==> src/rtl/eeprom_pgm_pkg.sv <==
// Shared constants for the eeprom_pgm word store: FSM encodings, default
// geometry and a small sizing helper.
package eeprom_pgm_pkg;

  // FSM state encodings
  localparam logic [1:0] ST_IDLE  = 2'd0;
  localparam logic [1:0] ST_PROG  = 2'd1;
  localparam logic [1:0] ST_READ  = 2'd2;
  localparam logic [1:0] ST_ERASE = 2'd3;

  // Default geometry and timing
  localparam int unsigned DEF_DW     = 32;
  localparam int unsigned DEF_DEPTH  = 16;
  localparam int unsigned DEF_WR_CYC = 4;
  localparam int unsigned DEF_RD_LAT = 2;

  // Largest of three values, used to size the shared cycle counter
  function automatic int unsigned max3(input int unsigned x,
                                       input int unsigned y,
                                       input int unsigned z);
    int unsigned m;
    m = x;
    if (y > m) m = y;
    if (z > m) m = z;
    return m;
  endfunction

endpackage

==> src/rtl/eeprom_pgm_array.sv <==
// DEPTH x DW storage: one synchronous write port, one registered read port.
// Contents are deliberately not reset (non-volatile behaviour).
module eeprom_pgm_array #(
  parameter int unsigned DW    = 32,
  parameter int unsigned DEPTH = 16,
  parameter int unsigned AW    = 4
) (
  input  logic          c,
  input  logic          we,
  input  logic [AW-1:0] wa,
  input  logic [DW-1:0] wd,
  input  logic [AW-1:0] ra,
  output logic [DW-1:0] rd
);

  localparam logic [AW:0] DEPTH_W = (AW+1)'(DEPTH);

  logic [DW-1:0] mem [DEPTH];

  // Write port plus one-cycle registered read; out-of-range reads return zero
  always_ff @(posedge c) begin
    if (we && ({1'b0, wa} < DEPTH_W)) begin
      mem[wa] <= wd;
    end
    if ({1'b0, ra} < DEPTH_W) begin
      rd <= mem[ra];
    end else begin
      rd <= '0;
    end
  end

endmodule

==> src/rtl/eeprom_pgm.sv <==
// EEPROM-like parameter store: multi-cycle program, fixed read latency,
// bulk erase and write protect, with busy/vld/err handshakes for clients.
module eeprom_pgm
  import eeprom_pgm_pkg::*;
#(
  parameter int unsigned   DW        = DEF_DW,
  parameter int unsigned   DEPTH     = DEF_DEPTH,
  parameter int unsigned   AW        = $clog2(DEPTH),
  parameter int unsigned   WR_CYC    = DEF_WR_CYC,
  parameter int unsigned   RD_LAT    = DEF_RD_LAT,
  parameter logic [DW-1:0] ERASE_VAL = '1
) (
  input  logic          c,
  input  logic          rst,
  input  logic          str,
  input  logic          ld,
  input  logic          clr,
  input  logic          wp,
  input  logic [AW-1:0] a,
  input  logic [DW-1:0] d_in,
  output logic [DW-1:0] d,
  output logic          busy,
  output logic          vld,
  output logic          err
);

  // The array's registered read port takes one cycle before d can load,
  // so the shortest read served is two cycles.
  localparam int unsigned WR_EFF = (WR_CYC < 1) ? 1 : WR_CYC;
  localparam int unsigned RD_EFF = (RD_LAT < 2) ? 2 : RD_LAT;
  localparam int unsigned CW     = $clog2(max3(WR_EFF, RD_EFF, DEPTH) + 1);

  localparam logic [AW:0]   DEPTH_W = (AW+1)'(DEPTH);
  localparam logic [CW-1:0] WR_LAST = CW'(WR_EFF - 1);
  localparam logic [CW-1:0] RD_LOAD = CW'(RD_EFF - 2);
  localparam logic [CW-1:0] RD_LAST = CW'(RD_EFF - 1);
  localparam logic [AW-1:0] EA_LAST = AW'(DEPTH - 1);

  logic [1:0]    state, state_n;
  logic [CW-1:0] cnt, cnt_n;
  logic [AW-1:0] ea, ea_n;
  logic [AW-1:0] addr_q, addr_n;
  logic [DW-1:0] data_q, data_n;
  logic [DW-1:0] d_n;
  logic          busy_n, vld_n, err_n;

  logic          req_any_c, multi_c, a_ok_c, accept_c;
  logic          we_c;
  logic [AW-1:0] wa_c, ra_c;
  logic [DW-1:0] wd_c, rd_c;

  // Request decode shared by all states
  assign req_any_c = str | ld | clr;
  assign multi_c   = (clr & (str | ld)) | (str & ld);
  assign a_ok_c    = ({1'b0, a} < DEPTH_W);

  // Storage; a reset in the final program/erase cycle suppresses that write
  eeprom_pgm_array #(
    .DW    (DW),
    .DEPTH (DEPTH),
    .AW    (AW)
  ) u_array (
    .c  (c),
    .we (we_c & ~rst),
    .wa (wa_c),
    .wd (wd_c),
    .ra (ra_c),
    .rd (rd_c)
  );

  // State and output registers
  always_ff @(posedge c) begin
    if (rst) begin
      state  <= ST_IDLE;
      cnt    <= '0;
      ea     <= '0;
      addr_q <= '0;
      data_q <= '0;
      d      <= '0;
      busy   <= 1'b0;
      vld    <= 1'b0;
      err    <= 1'b0;
    end else begin
      state  <= state_n;
      cnt    <= cnt_n;
      ea     <= ea_n;
      addr_q <= addr_n;
      data_q <= data_n;
      d      <= d_n;
      busy   <= busy_n;
      vld    <= vld_n;
      err    <= err_n;
    end
  end

  // Next-state, array port control and output decode
  always_comb begin
    state_n  = state;
    cnt_n    = cnt;
    ea_n     = ea;
    addr_n   = addr_q;
    data_n   = data_q;
    d_n      = d;
    busy_n   = busy;
    vld_n    = 1'b0;
    err_n    = 1'b0;
    accept_c = 1'b0;
    we_c     = 1'b0;
    wa_c     = addr_q;
    wd_c     = data_q;
    ra_c     = addr_q;

    case (state)
      ST_IDLE: begin
        // Read the live address so a load can start at its accept edge
        ra_c = a;
        if (clr) begin
          if (!wp) begin
            accept_c = 1'b1;
            state_n  = ST_ERASE;
            ea_n     = '0;
            busy_n   = 1'b1;
          end
        end else if (str) begin
          if (!wp && a_ok_c) begin
            accept_c = 1'b1;
            state_n  = ST_PROG;
            addr_n   = a;
            data_n   = d_in;
            cnt_n    = '0;
            busy_n   = 1'b1;
          end
        end else if (ld) begin
          if (a_ok_c) begin
            accept_c = 1'b1;
            state_n  = ST_READ;
            addr_n   = a;
            cnt_n    = '0;
            busy_n   = 1'b1;
          end
        end
        err_n = req_any_c & (~accept_c | multi_c);
      end

      ST_PROG: begin
        err_n = req_any_c;
        if (cnt == WR_LAST) begin
          we_c    = 1'b1;
          state_n = ST_IDLE;
          cnt_n   = '0;
          busy_n  = 1'b0;
        end else begin
          cnt_n = cnt + CW'(1);
        end
      end

      ST_READ: begin
        err_n = req_any_c;
        if (cnt == RD_LOAD) begin
          d_n   = rd_c;
          vld_n = 1'b1;
        end
        if (cnt == RD_LAST) begin
          state_n = ST_IDLE;
          cnt_n   = '0;
          busy_n  = 1'b0;
        end else begin
          cnt_n = cnt + CW'(1);
        end
      end

      ST_ERASE: begin
        err_n = req_any_c;
        we_c  = 1'b1;
        wa_c  = ea;
        wd_c  = ERASE_VAL;
        if (ea == EA_LAST) begin
          state_n = ST_IDLE;
          busy_n  = 1'b0;
        end else begin
          ea_n = ea + AW'(1);
        end
      end

      default: begin
        state_n = ST_IDLE;
        busy_n  = 1'b0;
      end
    endcase
  end

endmodule

==> config.mk <==
export PLATFORM = sky130hd
export DESIGN_NAME = eeprom_pgm
export DESIGN_NICKNAME = d
export VERILOG_FILES = /design/src/rtl/eeprom_pgm_pkg.sv /design/src/rtl/eeprom_pgm_array.sv /design/src/rtl/eeprom_pgm.sv
export SDC_FILE = /design/constraint.sdc
export NUM_CORES = 1
export LEC_CHECK = 0
export BUFFER_PORTS_ARGS = -buffer_cell sky130_fd_sc_hd__buf_4
export CORE_ASPECT_RATIO = 1.4
export CORE_UTILIZATION = 40
export CTS_CLUSTER_DIAMETER = 40
export DETAILED_ROUTE_END_ITERATION = 10
export PLACE_DENSITY_LB_ADDON = 0.12
export SLEW_MARGIN = 20
export SYNTH_ARGS = -nofsm -noshare
export SYNTH_HDL_FRONTEND = slang
export SYNTH_HIERARCHICAL = 1
export SYNTH_SLANG_ARGS = --single-unit
export TNS_END_PERCENT = 20
==> constraint.sdc <==
create_clock -name c -period 8.8 [get_ports c]
set_input_delay 1.32 -clock c [delete_from_list [all_inputs] [get_ports c]]
set_output_delay 1.32 -clock c [all_outputs]
set_load 0.02 [all_outputs]
==> results of run 1 <==
where the power goes:
group / total (mW) / switching (mW) / leakage (nW) / internal (mW)
Sequential: 3.54 / 0.0618 / 5.66 / 3.48
Clock: 3.13 / 1.29 / 1.26 / 1.84
Combinational: 1.92 / 1.13 / 2.29 / 0.790
Total: 8.58 / 2.48 / 9.22 / 6.10
layout make-up:
class	count	area, sq um	share of cell area [%]
Tap cell	742	928.4	3.370
Clock inverter	54	493.0	1.789
Sequential cell	626	17660	64.09
Inverter	8	30.03	0.1090
Clock buffer	90	2091	7.589
Multi-Input combinational cell	584	5552	20.15
Timing Repair Buffer	106	799.5	2.902
cell families after synthesis:
kind of cell               Yosys count  share of synthesized area [%]
DFF                                626                          75.42
and+or+nand+nor                    278                          5.398
AOI/OAI and AO/OA                  158                          4.302
muxes                              140                          12.87
buffers and inverters               85                          1.582
adders and majority gates            8                         0.4276
sequential cells by signal (all words and copies together), names as in the netlist:
name         count
vld              1
busy             1
addr_q           4
err              1
d               32
u_array/mem    512
state            2
cnt              5
ea               4
u_array/rd      32
data_q          32
synth_stat cells, drive strengths merged (3+ instances only):
master  number  area, sq um
edfxtp     512        15370
nand2      169        634.4
mux4       128         2883
dfxtp      114         2282
a21oi       69        345.3
a22oi       64        480.5
clkbuf      48        180.2
or2         33        206.5
buf         29        160.1
nor2        24        90.09
nand3       13        65.06
ha           8        100.1
inv          8        30.03
mux2         8        90.09
nand2b       8        50.05
nor3         6        30.03
a31oi        5        31.28
a211oi       4        30.03
mux2i        4        40.04
nand3b       4        30.03
nor2b        4        25.02
o21ai        4        20.02
and2         3        20.02
and3         3        18.77
nor4b        3        26.28
layer usage:
layer | vias to the layer above | wire length, um | track usage (%)
met2 | 300 | 28990 | 33.34
met1 | 6424 | 24510 | 26.42
met5 | - | 0 | 0
li1 | 5329 | - | -
met4 | 0 | 1224 | 6.875
met3 | 79 | 2502 | 2.798
path summary, 6_finish.rpt:
path	start	to	slack [ns]	cells past startpoint
worst max-delay path	state[1]$_SDFFE_PP0P_	u_array/rd[7]$_DFF_P_	4.90	8
worst min register to register	u_array/rd[27]$_DFF_P_	d[27]$_SDFFE_PP0P_	0.43	2
worst min-delay path	u_array/rd[27]$_DFF_P_	d[27]$_SDFFE_PP0P_	0.43	2
worst max register to register	state[1]$_SDFFE_PP0P_	u_array/rd[7]$_DFF_P_	4.90	8
worst max-delay path: cells and delay by family, from the launching register on:
kind / cells / cell delay, ns
flops: 1 / 0.34
simple gates: 1 / 0.08
mux: 2 / 1.14
buf+inv: 3 / 1.43
compound gates: 1 / 0.23
fa+ha+maj: 1 / 0.53
==> reports/summary.txt, run 1 <==
status: finished with violations
failing checks: DRC
Critical Path Start Type: flip-flop
crit share post-route: 44.34%
CTS Buf Count: 78
Worst Slack Setup Final: 4.898 ns
Critical Path Fanout Max: 53
Primary FF master, synth: edfxtp_1
DR DRC count: 2
dpl hpwl: 29,100 um
Async S/R FF share, synth: 0%
Root Buffer: clkbuf_16
commonest non-fill, non-tap cell in the layout: edfxtp_1
PostCTS Resize Cnt: 0
fin cells: 2,210
PortBufs: 76
drt wl/cell: 25.89 um
worst endpoint data arrival time: 4.39 ns
first-pass GRT wire length: 83,680 um
Clock Sinks: 626
hold crit path type: reg2reg
Placed Cells: 2,066
routability cong.: 0.7227
Mapped Area: 23,410 sq um
GRT overflow: 0
Hold Vio Cnt, Final: 0
total power: 8.585 mW
CP Capture Type: flip-flop
number of synthesized flops with an enable pin: 512
CTS H-tree lvls: 3
register bit total from synthesis: 626
Crit-path slowest cell: buf_4
placed cell areas: 24,960 sq um
most frequent cells in the layout: edfxtp_1, nand2_1, mux4_2, dfxtp_1, buf_4
num ports: 77
pin count of the biggest net entering global routing: 77
core area: 57,650 sq um
final setup fails: 0
Clock Latency Late Sink: 0.62 ns
Period minus WS final: 3.902 ns
post-synthesis sequential area ratio: 75.42%
Slew HR: 35.01%
f_max: 0.2563 GHz
die span in y: 288.3 um
Max IR drop VDD: 0.0002628 V
initial antenna violation count: 1
CP cell instances: inv_1 -> ha_1 -> mux2_4 -> buf_4 -> buf_4 -> mux4_2 -> a22oi_1 -> nand2_1
post-synth cell types: 45
Final Util: 47.79%
synthesized instance count: 1,295
Layout Nets: 1,454
final non-filler cell area: 27,550 sq um
syn avg cell area: 18.08 sq um
TNS Setup: 0 ns
ratio of cells with drive above 1 in the final layout: 29.63%
pre-CTS setup slack: 4.388 ns
routed via count: 12,130
CP peak stage delay: 0.74 ns
Yosys Warn Count: 6
vias in the first global route: 12,770
CTS tree: yes
Die ar.: 59,510 sq um
Worst Max-Slew Pin Slew: 0.9748 ns
WL final: 57,220 um
Post-CTS Setup Inserts: 0
Worst Setup Path Type: reg2reg
Starting Density: 40.61%
Leak: 9.216 nW
Max Slew Vio Count: 0
diode count: 0
area grow syn2layout: 17.68%
antenna-violating nets left: 0
cts hold-fix bufs: 0
worst-case clock buffer depth: 3
Final Hold Slack: 0.4324 ns
Starting DRT DRC Count: 959
Via density: 5.490
Filler cells: 4,832
drt first pass iters: 10
Die X: 206.5 um
FP Rows: 104
Reg clk slew, reported paths: 0.06 ns
critical path required time: 9.29 ns
most frequent CP cell: buf_4
unrepaired setup endpoints after global routing: false
gr usage total: 19.87%
Max-cap violations: 0
power per cell area: 311.6 nW/um^2
syn_nets: 1,345
Setup Skew: 0.02781 ns
No activity file was read; power rests on OpenSTA's default activity.
==> run 2, diff against run 1 <==
Clock period 8.8 ns to 3.4 ns, I/O delays scaled along.
==> reports/summary.txt, run 2 (synthesis results as in run 1) <==
critical path required time: 3.68 ns
Final Util: 48.46%
PostCTS Resize Cnt: 0
FP Rows: 104
dpl hpwl: 30,970 um
CTS Buf Count: 74
Layout Nets: 1,469
most frequent cells in the layout: edfxtp_1, nand2_1, mux4_2, dfxtp_1, buf_4
Hold Vio Cnt, Final: 0
CP peak stage delay: 0.61 ns
unrepaired setup endpoints after global routing: false
Setup Skew: 0.02047 ns
Starting DRT DRC Count: 783
routability cong.: 0.7322
failing checks: DRC
drt first pass iters: 8
power per cell area: 808.3 nW/um^2
Slew HR: 26.20%
worst endpoint data arrival time: 3.02 ns
Reg clk slew, reported paths: 0.06 ns
switching share of power: 28.13%
CTS H-tree lvls: 3
WL final: 54,810 um
FF+latch area: 17,660 sq um
initial antenna violation count: 1
max reg flops: 512
DR DRC count: 2
ratio of cells with drive above 1 in the final layout: 30.00%
Flop pwr share: 40.7%
Leak: 9.370 nW
crit share post-route: 80.53%
Largest Register: u_array/mem
num ports: 77
drt wl/cell: 24.66 um
Max-cap violations: 0
total power: 22.58 mW
Post-CTS Setup Inserts: 0
vias in the first global route: 12,570
commonest non-fill, non-tap cell in the layout: edfxtp_1
Max IR drop VDD: 0.0003868 V
first-pass GRT wire length: 81,740 um
Critical Path Start Type: flip-flop
hold crit path type: in2reg
f_max: 0.3652 GHz
pin count of the biggest net entering global routing: 44
Worst Max-Slew Pin Slew: 1.107 ns
Crit-path slowest cell: or3b_2
Starting Density: 40.61%
Multi-input gate area: 5564 sq um
worst-case clock buffer depth: 3
Period minus WS final: 2.738 ns
final setup fails: 0
Root Buffer: clkbuf_16
Die ar.: 59,510 sq um
Clock Sinks: 626
Clock Power Share: 36.4%
core area: 57,650 sq um
Max Slew Vio Count: 0
area grow syn2layout: 19.32%
CTS tree: yes
routed via count: 12,070
TNS Setup: 0 ns
Filler cells: 4,794
CP Capture Type: flip-flop
die span in y: 288.3 um
status: finished with violations
Clock Latency Late Sink: 0.61 ns
GRT overflow: 0
combinational share of power: 22.9%
CP cell instances: ha_1 -> nor4b_1 -> a21oi_1 -> nor2_1 -> or3b_2 -> nor3_4 -> buf_12
PortBufs: 76
cts hold-fix bufs: 0
antenna-violating nets left: 0
Psw: 6.350 mW
Int Pwr: 16.23 mW
Worst Setup Path Type: reg2reg
Die X: 206.5 um
Critical Path Fanout Max: 32
gr usage total: 19.08%
Via density: 5.428
## run 2: final cells by class
class	count	area share, %
multi-input combinational	584	19.92
inverter	8	0.1075
clock buffer	93	7.561
antenna	1	0.008958
timing repair buffer	125	4.166
sequential	626	63.21
tap	742	3.323
clock inverter	44	1.707
## run 2: critical path, delay by kind of cell, from the launching register on
kind	cells	cell delay, ns
simple gates	4	1.37
fa+ha+maj	1	0.25
compound gates	1	0.13
flops	1	0.37
buf+inv	1	0.26
## run 2: power groups by stage
stage                     Clock (mW)  Combinational [mW]  Sequential [mW]
after global routing            8.68                5.62             9.23
after global placement             0                5.24             9.37
after floorplan                    0                3.43             9.40
after CTS                       8.40                5.30             9.21
after detailed placement           0                5.29             9.37
final                           8.21                5.17             9.19
## run 2: metal layers
metal  track usage (%)  vias up  share of wire (%)
met5                 0        -                  0
met4             6.636        0                2.3
met3             2.719       78                4.0
met2             33.09      258                 52
met1             24.38     6380                 41
li1                  -     5351                  -
## run 2: worst paths after layout
path,depth (start not counted),start,end,slack [ns]
hold reg to reg,2,u_array/rd[29]$_DFF_P_,d[29]$_SDFFE_PP0P_,0.42
hold / removal,3,d_in[4],data_q[4]$_SDFFE_PP0P_,0.15
setup / recovery,7,cnt[1]$_SDFFE_PP0P_,u_array/mem[0][19]$_DFFE_PP_,0.66
setup reg to reg,7,cnt[1]$_SDFFE_PP0P_,u_array/mem[0][19]$_DFFE_PP_,0.66
## run 2: metrics by stage
step	hold WS (ns)	instance area [sq um]	setup WS, ns	instances
after floorplan	0.4174	23420	-0.7710	1295
after global placement	0.4266	25340	0.6124	2085
after detailed placement	0.4257	25340	0.5868	2085
after CTS	0.1239	27930	0.5772	2222
after global routing	0.1451	27930	0.4767	2222
final	0.1527	27930	0.6618	2223
==> run 3, diff against run 2 <==
Clock period 3.4 ns to 2.23 ns, I/O delays scaled along.
==> reports/summary.txt, run 3 (synthesis results as in run 1) <==
Period minus WS final: 2.345 ns
routed via count: 12,480
DR DRC count: 10
Layout Nets: 1,582
drt wl/cell: 24.85 um
area grow syn2layout: 26.45%
num ports: 77
ratio of cells with drive above 1 in the final layout: 35.24%
Setup Skew: 0.01852 ns
pin count of the biggest net entering global routing: 50
dpl hpwl: 34,780 um
crit share post-route: 105.1%
hold crit path type: in2reg
CTS Buf Count: 74
die span in y: 288.3 um
Die X: 206.5 um
commonest non-fill, non-tap cell in the layout: edfxtp_1
final setup fails: 180
GRT overflow: 0
first-pass GRT wire length: 84,610 um
Starting Density: 40.61%
Reg clk slew, reported paths: 0.05 ns
vias in the first global route: 12,950
worst endpoint data arrival time: 2.66 ns
CTS H-tree lvls: 3
gr usage total: 19.93%
FP Rows: 104
initial antenna violation count: 0
most frequent cells in the layout: edfxtp_1, nand2_1, buf_4, mux4_2, dfxtp_1
Starting DRT DRC Count: 973
unrepaired setup endpoints after global routing: true
Die ar.: 59,510 sq um
Max IR drop VDD: 0.0007350 V
Filler cells: 4,665
Worst Slack Setup Final: -0.1146 ns
Max Slew Vio Count: 0
critical path required time: 2.55 ns
Via density: 5.345
antenna-violating nets left: 0
placed cell areas: 26,210 sq um
power per cell area: 1197 nW/um^2
Leak: 10.01 nW
Clock Latency Late Sink: 0.61 ns
final non-filler cell area: 29,600 sq um
status: finished with violations
routability cong.: 0.7517
Critical Path Start Type: flip-flop
PortBufs: 76
Placed Cells: 2,147
total power: 35.42 mW
fin cells: 2,335
CTS tree: yes
Clock Sinks: 626
Worst Max-Slew Pin Slew: 0.6569 ns
pre-CTS setup slack: -0.1672 ns
f_max: 0.4265 GHz
max reg flops: 512
Largest Register: u_array/mem
worst-case clock buffer depth: 3
WL final: 58,030 um
Worst Setup Path Type: reg2reg
CP Capture Type: flip-flop
Hold Vio Cnt, Final: 0
Root Buffer: clkbuf_16
Max-cap violations: 0
drt first pass iters: 11
failing checks: DRC, setup timing
Critical Path Fanout Max: 8
Slew HR: 56.21%
core area: 57,650 sq um
run 3: critical path, stage by stage (launching register included):
cell       delay [ns]
dfxtp_2          0.34
ha_4             0.14
nor4b_4          0.22
a21oi_1          0.10
nor2_1           0.13
buf_4            0.13
or3b_4           0.41
buf_6            0.16
nor2_4           0.12
buf_6            0.15
clkbuf_16        0.16
run 3: path summary, 6_finish.rpt:
kind | start | to | slack, ns | depth (start not counted)
setup / recovery | cnt[0]$_SDFFE_PP0P_ | u_array/mem[2][7]$_DFFE_PP_ | -0.11 | 10
hold / removal | d_in[31] | data_q[31]$_SDFFE_PP0P_ | 0.02 | 3
setup reg to reg | cnt[0]$_SDFFE_PP0P_ | u_array/mem[2][7]$_DFFE_PP_ | -0.11 | 10
hold reg to reg | u_array/rd[29]$_DFF_P_ | d[29]$_SDFFE_PP0P_ | 0.43 | 2
run 3: power breakdown:
group,switching (mW),internal [mW]
Clock,4.88,7.27
Combinational,4.94,4.31
Sequential,0.289,13.7
Total,10.1,25.3
run 3: cell type report:
| cell class | count | area, sq um | area share, % |
|---|---|---|---|
| Sequential cell | 626 | 17670 | 59.68 |
| Multi-Input combinational cell | 584 | 5778 | 19.52 |
| Timing Repair Buffer | 238 | 2705 | 9.137 |
| Clock buffer | 91 | 2031 | 6.859 |
| Tap cell | 742 | 928.4 | 3.136 |
| Clock inverter | 45 | 460.4 | 1.555 |
| Inverter | 8 | 32.53 | 0.1099 |
| Antenna cell | 1 | 2.502 | 0.008453 |
run 3: repair_timing:
action / 4_1_cts / 5_1_grt
pin swaps: 12 / 9
setup buffers: 3 / 8
cloned: 1 / 7
hold endpoints to repair: 33 / 0
hold buffers: 33 / 0
gates resized for setup: 41 / 22
setup endpoints to repair: 385 / 501
run 3: metal layers:
layer	routed length [um]	global-route usage, %
met1	24550	26.34
met2	29710	33.70
met3	2554	2.753
met4	1218	6.820
met5	0	0
run 3: stage by stage:
step	setup TNS [ns]	util [%]	hold slack, ns
after floorplan	-220.14	-	0.4174
after global placement	-18.28	45.47	0.4214
after detailed placement	-19.38	45.47	0.4286
after CTS	-3.831	50.79	0.004073
after global routing	-36.64	51.35	0.008569
final	-8.407	51.36	0.02433
